===== src/rtl/bram_fifo_pkg.sv =====
// Purpose : shared types and sizing rules for the BRAM-backed FIFO controller.
// Latency : n/a (types and pure functions only).
// Backpr. : n/a.
package bram_fifo_pkg;

  // Output-stage occupancy state: how many entries sit past the BRAM.
  typedef enum logic [1:0] {
    OUT_EMPTY = 2'd0,
    OUT_ONE   = 2'd1,
    OUT_TWO   = 2'd2
  } out_state_e;

  // Counters must hold DEPTH+2 (BRAM entries plus the two output slots).
  function automatic int count_width(input int address_width);
    return address_width + 2;
  endfunction

  // Number of entries held by the output stage in a given state.
  function automatic logic [1:0] occ_of(input out_state_e s);
    logic [1:0] occ;
    case (s)
      OUT_ONE: occ = 2'd1;
      OUT_TWO: occ = 2'd2;
      default: occ = 2'd0;
    endcase
    return occ;
  endfunction

endpackage


===== src/rtl/memcore_bram_simple.sv =====
// Purpose : simple dual-port BRAM, port 0 write-only, port 1 read-only with registered q1.
// Latency : read data on q1_o one cycle after ce1_i; q1_o holds while ce1_i=0.
// Backpr. : none; caller guarantees no same-address write/read in one cycle.
// Ports   : clk; ce0_i/we0_i/addr0_i/d0_i write port; ce1_i/addr1_i/q1_o read port.
module memcore_bram_simple #(
  parameter int DATA_WIDTH    = 32,
  parameter int ADDRESS_WIDTH = 6,
  parameter int DEPTH         = 64
) (
  input  logic                     clk,
  input  logic                     ce0_i,
  input  logic                     we0_i,
  input  logic [ADDRESS_WIDTH-1:0] addr0_i,
  input  logic [DATA_WIDTH-1:0]    d0_i,
  input  logic                     ce1_i,
  input  logic [ADDRESS_WIDTH-1:0] addr1_i,
  output logic [DATA_WIDTH-1:0]    q1_o
);

  logic [DATA_WIDTH-1:0] mem_q [DEPTH];
  logic [DATA_WIDTH-1:0] q1_q;

  // Storage carries no reset so it maps onto block RAM.
  always_ff @(posedge clk) begin
    if (ce0_i && we0_i) begin
      mem_q[addr0_i] <= d0_i;
    end
    if (ce1_i) begin
      q1_q <= mem_q[addr1_i];
    end
  end

  assign q1_o = q1_q;

endmodule


===== src/rtl/bram_fifo_ctrl.sv =====
// Purpose : FWFT FIFO of DEPTH+2 entries: BRAM storage plus a two-slot output stage (q1 + skid).
// Latency : push into empty FIFO -> if_empty_n high two cycles later; 1 push + 1 pop per cycle sustained.
// Backpr. : if_full_n drops when the BRAM holds DEPTH entries; pushes while full and pops while empty are dropped.
// Ports   : clk, reset (sync, active-high); push side if_din/if_write/if_write_ce/if_full_n;
//           pop side if_dout/if_read/if_read_ce/if_empty_n; optional if_occupancy when
//           BRAM_FIFO_CTRL_OCCUPANCY_EN is defined. DEPTH must equal 2**ADDRESS_WIDTH.
module bram_fifo_ctrl
  import bram_fifo_pkg::*;
#(
  parameter int DATA_WIDTH    = 32,
  parameter int ADDRESS_WIDTH = 6,
  parameter int DEPTH         = 64
) (
  input  logic                    clk,
  input  logic                    reset,
  input  logic [DATA_WIDTH-1:0]   if_din,
  input  logic                    if_write,
  input  logic                    if_write_ce,
  output logic                    if_full_n,
  output logic [DATA_WIDTH-1:0]   if_dout,
  input  logic                    if_read,
  input  logic                    if_read_ce,
  output logic                    if_empty_n
`ifdef BRAM_FIFO_CTRL_OCCUPANCY_EN
  ,
  output logic [ADDRESS_WIDTH+1:0] if_occupancy
`endif
);

  localparam int COUNT_WIDTH = count_width(ADDRESS_WIDTH);

  logic [ADDRESS_WIDTH-1:0] wr_ptr_q, wr_ptr_d;
  logic [ADDRESS_WIDTH-1:0] rd_ptr_q, rd_ptr_d;
  logic [COUNT_WIDTH-1:0]   mem_count_q, mem_count_d;
  out_state_e               state_q, state_d;
  logic [DATA_WIDTH-1:0]    skid_q, skid_d;
  logic [DATA_WIDTH-1:0]    q1;
  logic                     mem_full;
  logic                     push;
  logic                     pop;
  logic                     rd_en;
  logic [1:0]               out_occ;
  logic [1:0]               occ_after_pop;

  assign mem_full = (mem_count_q >= COUNT_WIDTH'(DEPTH));
  assign push     = !reset && if_write && if_write_ce && !mem_full;
  assign pop      = !reset && if_read && if_read_ce && (state_q != OUT_EMPTY);

  // A read issued this cycle lands in q1 at the coming edge, so the only
  // entry "in flight" is this cycle's read; allow it only if the output
  // stage will still have a free slot after this cycle's pop.
  assign occ_after_pop = out_occ - {1'b0, pop};
  assign rd_en = !reset && (mem_count_q != '0) && (occ_after_pop < 2'd2);

  // While full, wr_ptr == rd_ptr but writes are blocked, so the BRAM never
  // sees the same address written and read in one cycle.
  assign wr_ptr_d    = wr_ptr_q + {{(ADDRESS_WIDTH-1){1'b0}}, push};
  assign rd_ptr_d    = rd_ptr_q + {{(ADDRESS_WIDTH-1){1'b0}}, rd_en};
  assign mem_count_d = mem_count_q + {{(COUNT_WIDTH-1){1'b0}}, push}
                                   - {{(COUNT_WIDTH-1){1'b0}}, rd_en};

  // q1 is about to be overwritten on every arrival; keep its old value in
  // skid. Only OUT_TWO ever reads skid, and the arrival-without-pop from
  // OUT_ONE plus the arrival-with-pop in OUT_TWO both need exactly this copy.
  assign skid_d = rd_en ? q1 : skid_q;

  memcore_bram_simple #(
    .DATA_WIDTH   (DATA_WIDTH),
    .ADDRESS_WIDTH(ADDRESS_WIDTH),
    .DEPTH        (DEPTH)
  ) u_mem (
    .clk    (clk),
    .ce0_i  (push),
    .we0_i  (push),
    .addr0_i(wr_ptr_q),
    .d0_i   (if_din),
    .ce1_i  (rd_en),
    .addr1_i(rd_ptr_q),
    .q1_o   (q1)
  );

  always_ff @(posedge clk) begin
    if (reset) begin
      wr_ptr_q    <= '0;
      rd_ptr_q    <= '0;
      mem_count_q <= '0;
    end else begin
      wr_ptr_q    <= wr_ptr_d;
      rd_ptr_q    <= rd_ptr_d;
      mem_count_q <= mem_count_d;
    end
  end

  always_ff @(posedge clk) begin
    skid_q <= skid_d;
  end

  // FSM: state register
  always_ff @(posedge clk) begin
    if (reset) begin
      state_q <= OUT_EMPTY;
    end else begin
      state_q <= state_d;
    end
  end

  // FSM: next state (arrival == rd_en this cycle)
  always_comb begin
    state_d = state_q;
    unique case (state_q)
      OUT_EMPTY: if (rd_en) state_d = OUT_ONE;
      OUT_ONE: begin
        if (rd_en && !pop)      state_d = OUT_TWO;
        else if (!rd_en && pop) state_d = OUT_EMPTY;
      end
      OUT_TWO:   if (!rd_en && pop) state_d = OUT_ONE;
      default:   state_d = OUT_EMPTY;
    endcase
  end

  // FSM: outputs. Reset forces the flags immediately so stale state never leaks out.
  always_comb begin
    out_occ    = occ_of(state_q);
    if_empty_n = !reset && (state_q != OUT_EMPTY);
    if_full_n  = reset || !mem_full;
    if_dout    = (state_q == OUT_TWO) ? skid_q : q1;
  end

`ifdef BRAM_FIFO_CTRL_OCCUPANCY_EN
  logic [ADDRESS_WIDTH+1:0] occupancy_q, occupancy_d;

  // BRAM entries plus output-stage entries after this edge.
  assign occupancy_d = mem_count_d + {{ADDRESS_WIDTH{1'b0}}, occ_of(state_d)};

  always_ff @(posedge clk) begin
    if (reset) begin
      occupancy_q <= '0;
    end else begin
      occupancy_q <= occupancy_d;
    end
  end

  assign if_occupancy = occupancy_q;
`endif

endmodule


===== config.mk =====
export PLATFORM = sky130hd
export DESIGN_NAME = bram_fifo_ctrl
export DESIGN_NICKNAME = d
export VERILOG_FILES = /design/src/rtl/bram_fifo_pkg.sv /design/src/rtl/memcore_bram_simple.sv /design/src/rtl/bram_fifo_ctrl.sv
export SDC_FILE = /design/constraint.sdc
export NUM_CORES = 2
export LEC_CHECK = 0
export CAP_MARGIN = 0
export CORE_MARGIN = 2
export CORE_UTILIZATION = 45
export DETAILED_ROUTE_END_ITERATION = 8
export GPL_ROUTABILITY_DRIVEN = 0
export PLACE_DENSITY = 0.66
export SLEW_MARGIN = 15
export SYNTH_ARGS = -nofsm -noshare
export SYNTH_HDL_FRONTEND = slang
export SYNTH_SLANG_ARGS = --single-unit

===== constraint.sdc =====
create_clock -name clk -period 5.62 [get_ports clk]
set_input_delay 0.562 -clock clk [delete_from_list [all_inputs] [get_ports clk]]
set_output_delay 0.562 -clock clk [all_outputs]
set_load 0.01 [all_outputs]

== Word-level counts from Yosys, hierarchy flattened ==
Memories as Yosys holds them, arrays and structs flattened. A register that Yosys moved wholly into a read port is not among the register bits.
Cells that the tools add are included.
Operators by class
  add/sub/neg operators: 5
  $lt $le $gt $ge: 2
  equal/unequal tests: 5
  multiplexer cells: 9
  reductions and logical operators: 20
Operator list (number)
  $mux 32: 1
  $add 6x1->6: 2
  $logic_and 1x1->1: 11
  $add 8x1->8: 1
  $ge 8x7->1 const B: 1
  $mux 2: 4
  $reduce_bool 8->1: 1
  $sub 8x1->8: 1
  $pmux 2 s3: 1
  $logic_not 1->1: 4
  $ne 2x2->1 const B: 2
  $pmux 2 s2: 1
  $ne 3x3->1 const B: 1
  $reduce_and 3->1: 1
  $eq 2x1->1 const B: 1
  $eq 2x2->1 const B: 1
  $logic_not 2->1: 1
  $lt 2x2->1 const B: 1
  $mux 1: 2
  $reduce_bool 2->1: 1
  $sub 2x1->2: 1
  $logic_or 1x1->1: 1
Storage, ports and cells
  register bits: 54
  memory bits (writable): 2048
  input bits: 38
  output and inout bits: 34
  logic and storage cells: 47
  memories: 1
Memory list
  u_mem.mem_q: words 64, width 32, read ports 1, clocked after memory_dff 1, wr ports 1, RTL line memcore_bram_simple.sv:20  | logic [DATA_WIDTH-1:0] mem_q [DEPTH];

== Longest topological paths before layout ==
  depth after elaboration: 12
  depth in mapped cells: 17
  depth with buffers taken out: 17

== Cells and area by module ==
From an unflattened synthesis, not the netlist that was laid out.
Second synthesis, totals
  cell total of the unflattened synthesis: 3712
  area, all modules: 81760.9 µm²
Modules (own cells, without submodules)
  memcore_bram_simple: instances 1, cells each 3500, area each 79155.9 µm²
  bram_fifo_ctrl: instances 1, cells each 212, area each 2605.0 µm²

== Worst setup path before layout ==
Ideal clock, no wire load.
  path type: input port to flip-flop
  start: in reset
  end: reg mem_count_q[6]
  setup time: 0.131 ns
  arrival: 4.650 ns
  setup slack: 0.839 ns
  stages: 17
  path buffers: 1
  cell sequence: clkbuf_1 -> nor2_1 -> and3_1 -> xnor2_1 -> a211o_1 -> inv_1 -> ha_1 -> inv_1 -> ha_1 -> inv_1 -> fa_1 -> nand2b_1 -> a21oi_1 -> o21ai_0 -> a21oi_1 -> o21a_1 -> nor3_1
On the way
  word-level cells in the longest chain between the ends: 8
  elaborated cells on any way between the ends: 13
Ends and longest elaborated chain
  start, declared: RTL line bram_fifo_ctrl.sv:15  | input logic reset,
  $logic_not 1->1 *: RTL line bram_fifo_ctrl.sv:47, bram_fifo_ctrl.sv:53
  $logic_and 1x1->1 (3 in a row): RTL line bram_fifo_ctrl.sv:47  | assign pop = !reset && if_read && if_read_ce && (state_q != OUT_EMPTY);
  $sub 2x1->2: RTL line bram_fifo_ctrl.sv:52  | assign occ_after_pop = out_occ - {1'b0, pop};
  $lt 2x2->1: RTL line bram_fifo_ctrl.sv:53  | assign rd_en = !reset && (mem_count_q != '0) && (occ_after_pop < 2'd2);
  $logic_and 1x1->1 *: RTL line bram_fifo_ctrl.sv:53
  named net rd_en: RTL line bram_fifo_ctrl.sv:41  | logic rd_en;
  $sub 8x1->8 *: RTL line bram_fifo_ctrl.sv:60  | - {{(COUNT_WIDTH-1){1'b0}}, rd_en};
  end signal, assigned: RTL line bram_fifo_ctrl.sv:90  | mem_count_q <= mem_count_d;
  end, declared: RTL line bram_fifo_ctrl.sv:34  | logic [COUNT_WIDTH-1:0] mem_count_q, mem_count_d;
The timed path passes the listed nets; every way through them passes the cells marked *.
A chain may end at the register's enable or synchronous reset.

== Final worst setup path ==
  start: reg state_q[1]
  end: out if_dout[10]
On the way
  word-level cells in the longest chain between the ends: 2
Ends and longest elaborated chain
  start, declared: RTL line bram_fifo_ctrl.sv:35  | out_state_e state_q, state_d;
  start signal, assigned: RTL line bram_fifo_ctrl.sv:103  | state_q <= state_d;
  $eq 2x2->1: RTL line bram_fifo_ctrl.sv:126  | if_dout = (state_q == OUT_TWO) ? skid_q : q1;
  $mux 32: RTL line bram_fifo_ctrl.sv:126
  end, declared: RTL line bram_fifo_ctrl.sv:20  | output logic [DATA_WIDTH-1:0] if_dout,
Every way passes these cells.

==> impl_metrics.env <==
export IMPL_outcome="completed"
export IMPL_dr_wl_met2_mm=94.3
export IMPL_min_from="if_din[10]"
export IMPL_hold_slack_ns=0.127
export IMPL_grt_antenna_before_repair=8
export IMPL_drv_cap=0
export IMPL_startpoint="state_q[1]$_SDFFE_PP0P_"
export IMPL_synthTopCellsByCount="edfxtp_1 (2112), mux4_2 (553), nor2_1 (93)"
export IMPL_cts_hold_fix_buffers=0
export IMPL_slew_headroom_pct=22.4
export IMPL_fin_setup_tns_ns=0
export IMPL_worst_path_max_fanout=18
export IMPL_synth_area_leaders="edfxtp_1 (78%), mux4_2 (15%), mux2i_1 (0.92%)"
export IMPL_finalNonFillerCells=6307
export IMPL_synth_xor_area_share_pct=0.118
export IMPL_rsz0062_at_grt="false"
export IMPL_ir_drop_mv=0.312
export IMPL_worstHoldPathCells=1
export IMPL_row_count=156
export IMPL_synth_top_family_by_area="multiplexers"
export IMPL_crit_required_ns=5.06
export IMPL_vias=38100
export IMPL_worstReg2RegEnd="u_mem.q1_o[25]$_DFFE_PP_"
export IMPL_dr_max_layer_used="met5"
export IMPL_setup_viol=0
export IMPL_yosysMostFrequentCell="edfxtp_1"
export IMPL_cts_buffers=201
export IMPL_startpoint_type="flip-flop"
export IMPL_wl_per_cell_um=31.1
export IMPL_muxShareOfSynthArea_pct=16.8
export IMPL_cp_end_kind="output pin"
export IMPL_cts_htree_levels=4
export IMPL_holdCritPathClass="input port to flip-flop"
export IMPL_syn_cell_area_mm2=0.0816
export IMPL_async_reset_ff_share_pct=0
export IMPL_place_inst=5928
export IMPL_num_fill_cells=13800
export IMPL_path_cells="nor2b_4 > buf_4 > mux2_2 > clkdlybuf4s50_1"
export IMPL_cts_tree="built"
export IMPL_die_h_um=430
export IMPL_yosys_register_bits=2134
export IMPL_synth_top_area_share_pct=77.8
export IMPL_ys_warn_count=0
export IMPL_reg2regPathDepth=6
export IMPL_dpl_hpwl_mm=117
export IMPL_layout_min_cycle_time_ns=4.14
export IMPL_synth_edf_count=2112
export IMPL_period_share_pct=73.6
export IMPL_core_mm2=0.180
export IMPL_yosysTopAreaCell="edfxtp_1"
export IMPL_cpPeakStageDelay_ns=0.88
export IMPL_clockRootBuffer="clkbuf_16"
export IMPL_worstReg2RegStart="rd_ptr_q[0]$_SDFF_PP0_"
export IMPL_placed_area_mm2=0.0861
export IMPL_grt_pass1_wl_mm=282
export IMPL_syn_inst=3505
export IMPL_worstPathArrival_ns=3.57
export IMPL_start_util_pct=45.2
export IMPL_synthFlopType="edfxtp_1"
export IMPL_yosys_area_share_simple_pct=1.33
export IMPL_grtUsageTotal_pct=21.3
export IMPL_post_cts_setup_buffer_count=0
export IMPL_grt_pass1_vias=38200
export IMPL_p_per_area_mw_per_mm2=400
export IMPL_layout_nets=3817
export IMPL_leakage_nw=28.2
export IMPL_drt_iter0_markers=5007
export IMPL_design_area_mm2=0.0927
export IMPL_fmax_ghz=0.242
export IMPL_clock_latency_ns=0.84
export IMPL_final_util_pct=51.4
export IMPL_grt_overflow_total=0
export IMPL_worst_slew_pin_slew_ns=1.16
export IMPL_wl_met1_mm=80.9
export IMPL_wirelength_mm=196
export IMPL_synth_avg_cell_area_um2=23.3
export IMPL_die_w_um=430
export IMPL_drc=0
export IMPL_crit_path_top_delay_cell="nor2b_4"
export IMPL_post_cts_resized=0
export IMPL_clock_sinks=2134
export IMPL_clk_pin_slew_ns=0.06
export IMPL_finalClockSkew_ns=0.0370
export IMPL_synth_distinct_cells=55
export IMPL_synth_nets=3561
export IMPL_grt_max_degree=65
export IMPL_hold_viol_final=0
export IMPL_die_area_mm2=0.185
export IMPL_ant_nets=0
export IMPL_r2r_slack_ns=1.57
export IMPL_area_growth_pct=13.7
export IMPL_synthAdderAreaFrac_pct=0.285
export IMPL_drive_above_1_share_pct=29.6
export IMPL_num_io_pins=72
export IMPL_drt_first_pass_iters=6
export IMPL_routed_wl_met3_mm=17.5
export IMPL_clk_path_buf_depth=3
export IMPL_hold_path_endpoint="u_mem.mem_q[25][10]$_DFFE_PP_"
export IMPL_critical_path_class="flip-flop to output pin"
export IMPL_viasPerCell=6.04
export IMPL_synth_compound_area_share_pct=1.87
export IMPL_drv_slew=0
export IMPL_io_buffers=71
export IMPL_synth_seq_area_share_pct=78.3
[registers in the layout, summed over array words and instances (netlist names)]
register and cells:
mem_count_q 8, u_mem.mem_q 2048, u_mem.q1_o 32, rd_ptr_q 6, wr_ptr_q 6, skid_q 32, state_q 2
[how the worst max path moves through the flow]
stage | endpoint | slack [ns]
6_report | if_dout[10] | 1.48
5_1_grt | if_dout[1] | 1.32
4_1_cts | if_dout[10] | 1.36
3_5_place_dp | u_mem.mem_q[31][22]$_DFFE_PP_ | 1.07
3_3_place_gp | u_mem.mem_q[31][14]$_DFFE_PP_ | 1.09
2_1_floorplan | mem_count_q[6]$_SDFF_PP0_ | 0.84
[placed cells by master, fill, tap and decap left out, drive strengths merged, types with 27 or more instances in the layout]
master / instances
clkdlybuf4s50: 39
buf: 196
a22oi: 36
o22ai: 27
mux4: 553
nor2: 93
clkinv: 95
clkbuf: 247
inv: 27
mux2i: 75
edfxtp: 2112
mux2: 45
o21ai: 61
nand2: 71
[cell type report]
type	instances	area [µm²]	share of cell area, %
sequential	2134	63900	68.9
multi-input combinational	1167	17200	18.5
clock buffer	247	5210	5.62
tap	2370	2970	3.20
timing repair buffer	235	2000	2.16
clock inverter	131	1430	1.54
inverter	22	85.1	0.0918
antenna	1	2.50	0.00270
[stage by stage]
stage | total power, W | setup slack, ns
floorplan | 0.0220 | 0.839
global placement | 0.0239 | 1.09
detailed placement | 0.0239 | 1.07
CTS | 0.0374 | 1.36
global route | 0.0383 | 1.32
finish | 0.0371 | 1.48
[cells by family after synthesis]
| group | after synthesis |
|---|---|
| fa+ha+maj | 18 |
| compound gates | 222 |
| flops | 2134 |
| mux | 673 |
| xor+xnor | 11 |
| buf+inv | 204 |
| simple gates | 243 |
[where the power goes]
group | internal, W | leakage (nW) | total, W | switching [W]
clock network | 0.00770 | 3.22 | 0.0136 | 0.00593
registers | 0.0178 | 19.2 | 0.0180 | 0.000195
logic | 0.00264 | 5.79 | 0.00554 | 0.00289
[critical path, delay by kind of cell, from the launching register on]
family	cells	cell delay [ns]
buffers and inverters	2	1.00
flip-flops	1	0.39
multiplexers	1	0.46
AND/OR/NAND/NOR	1	0.88
[layer usage]
metal,up-vias,global-route usage (%)
li1,15500,-
met1,20600,30.8
met2,1753,33.4
met3,221,4.71
met4,2,4.72
met5,-,0
Power figures use the tool's default switching activity.
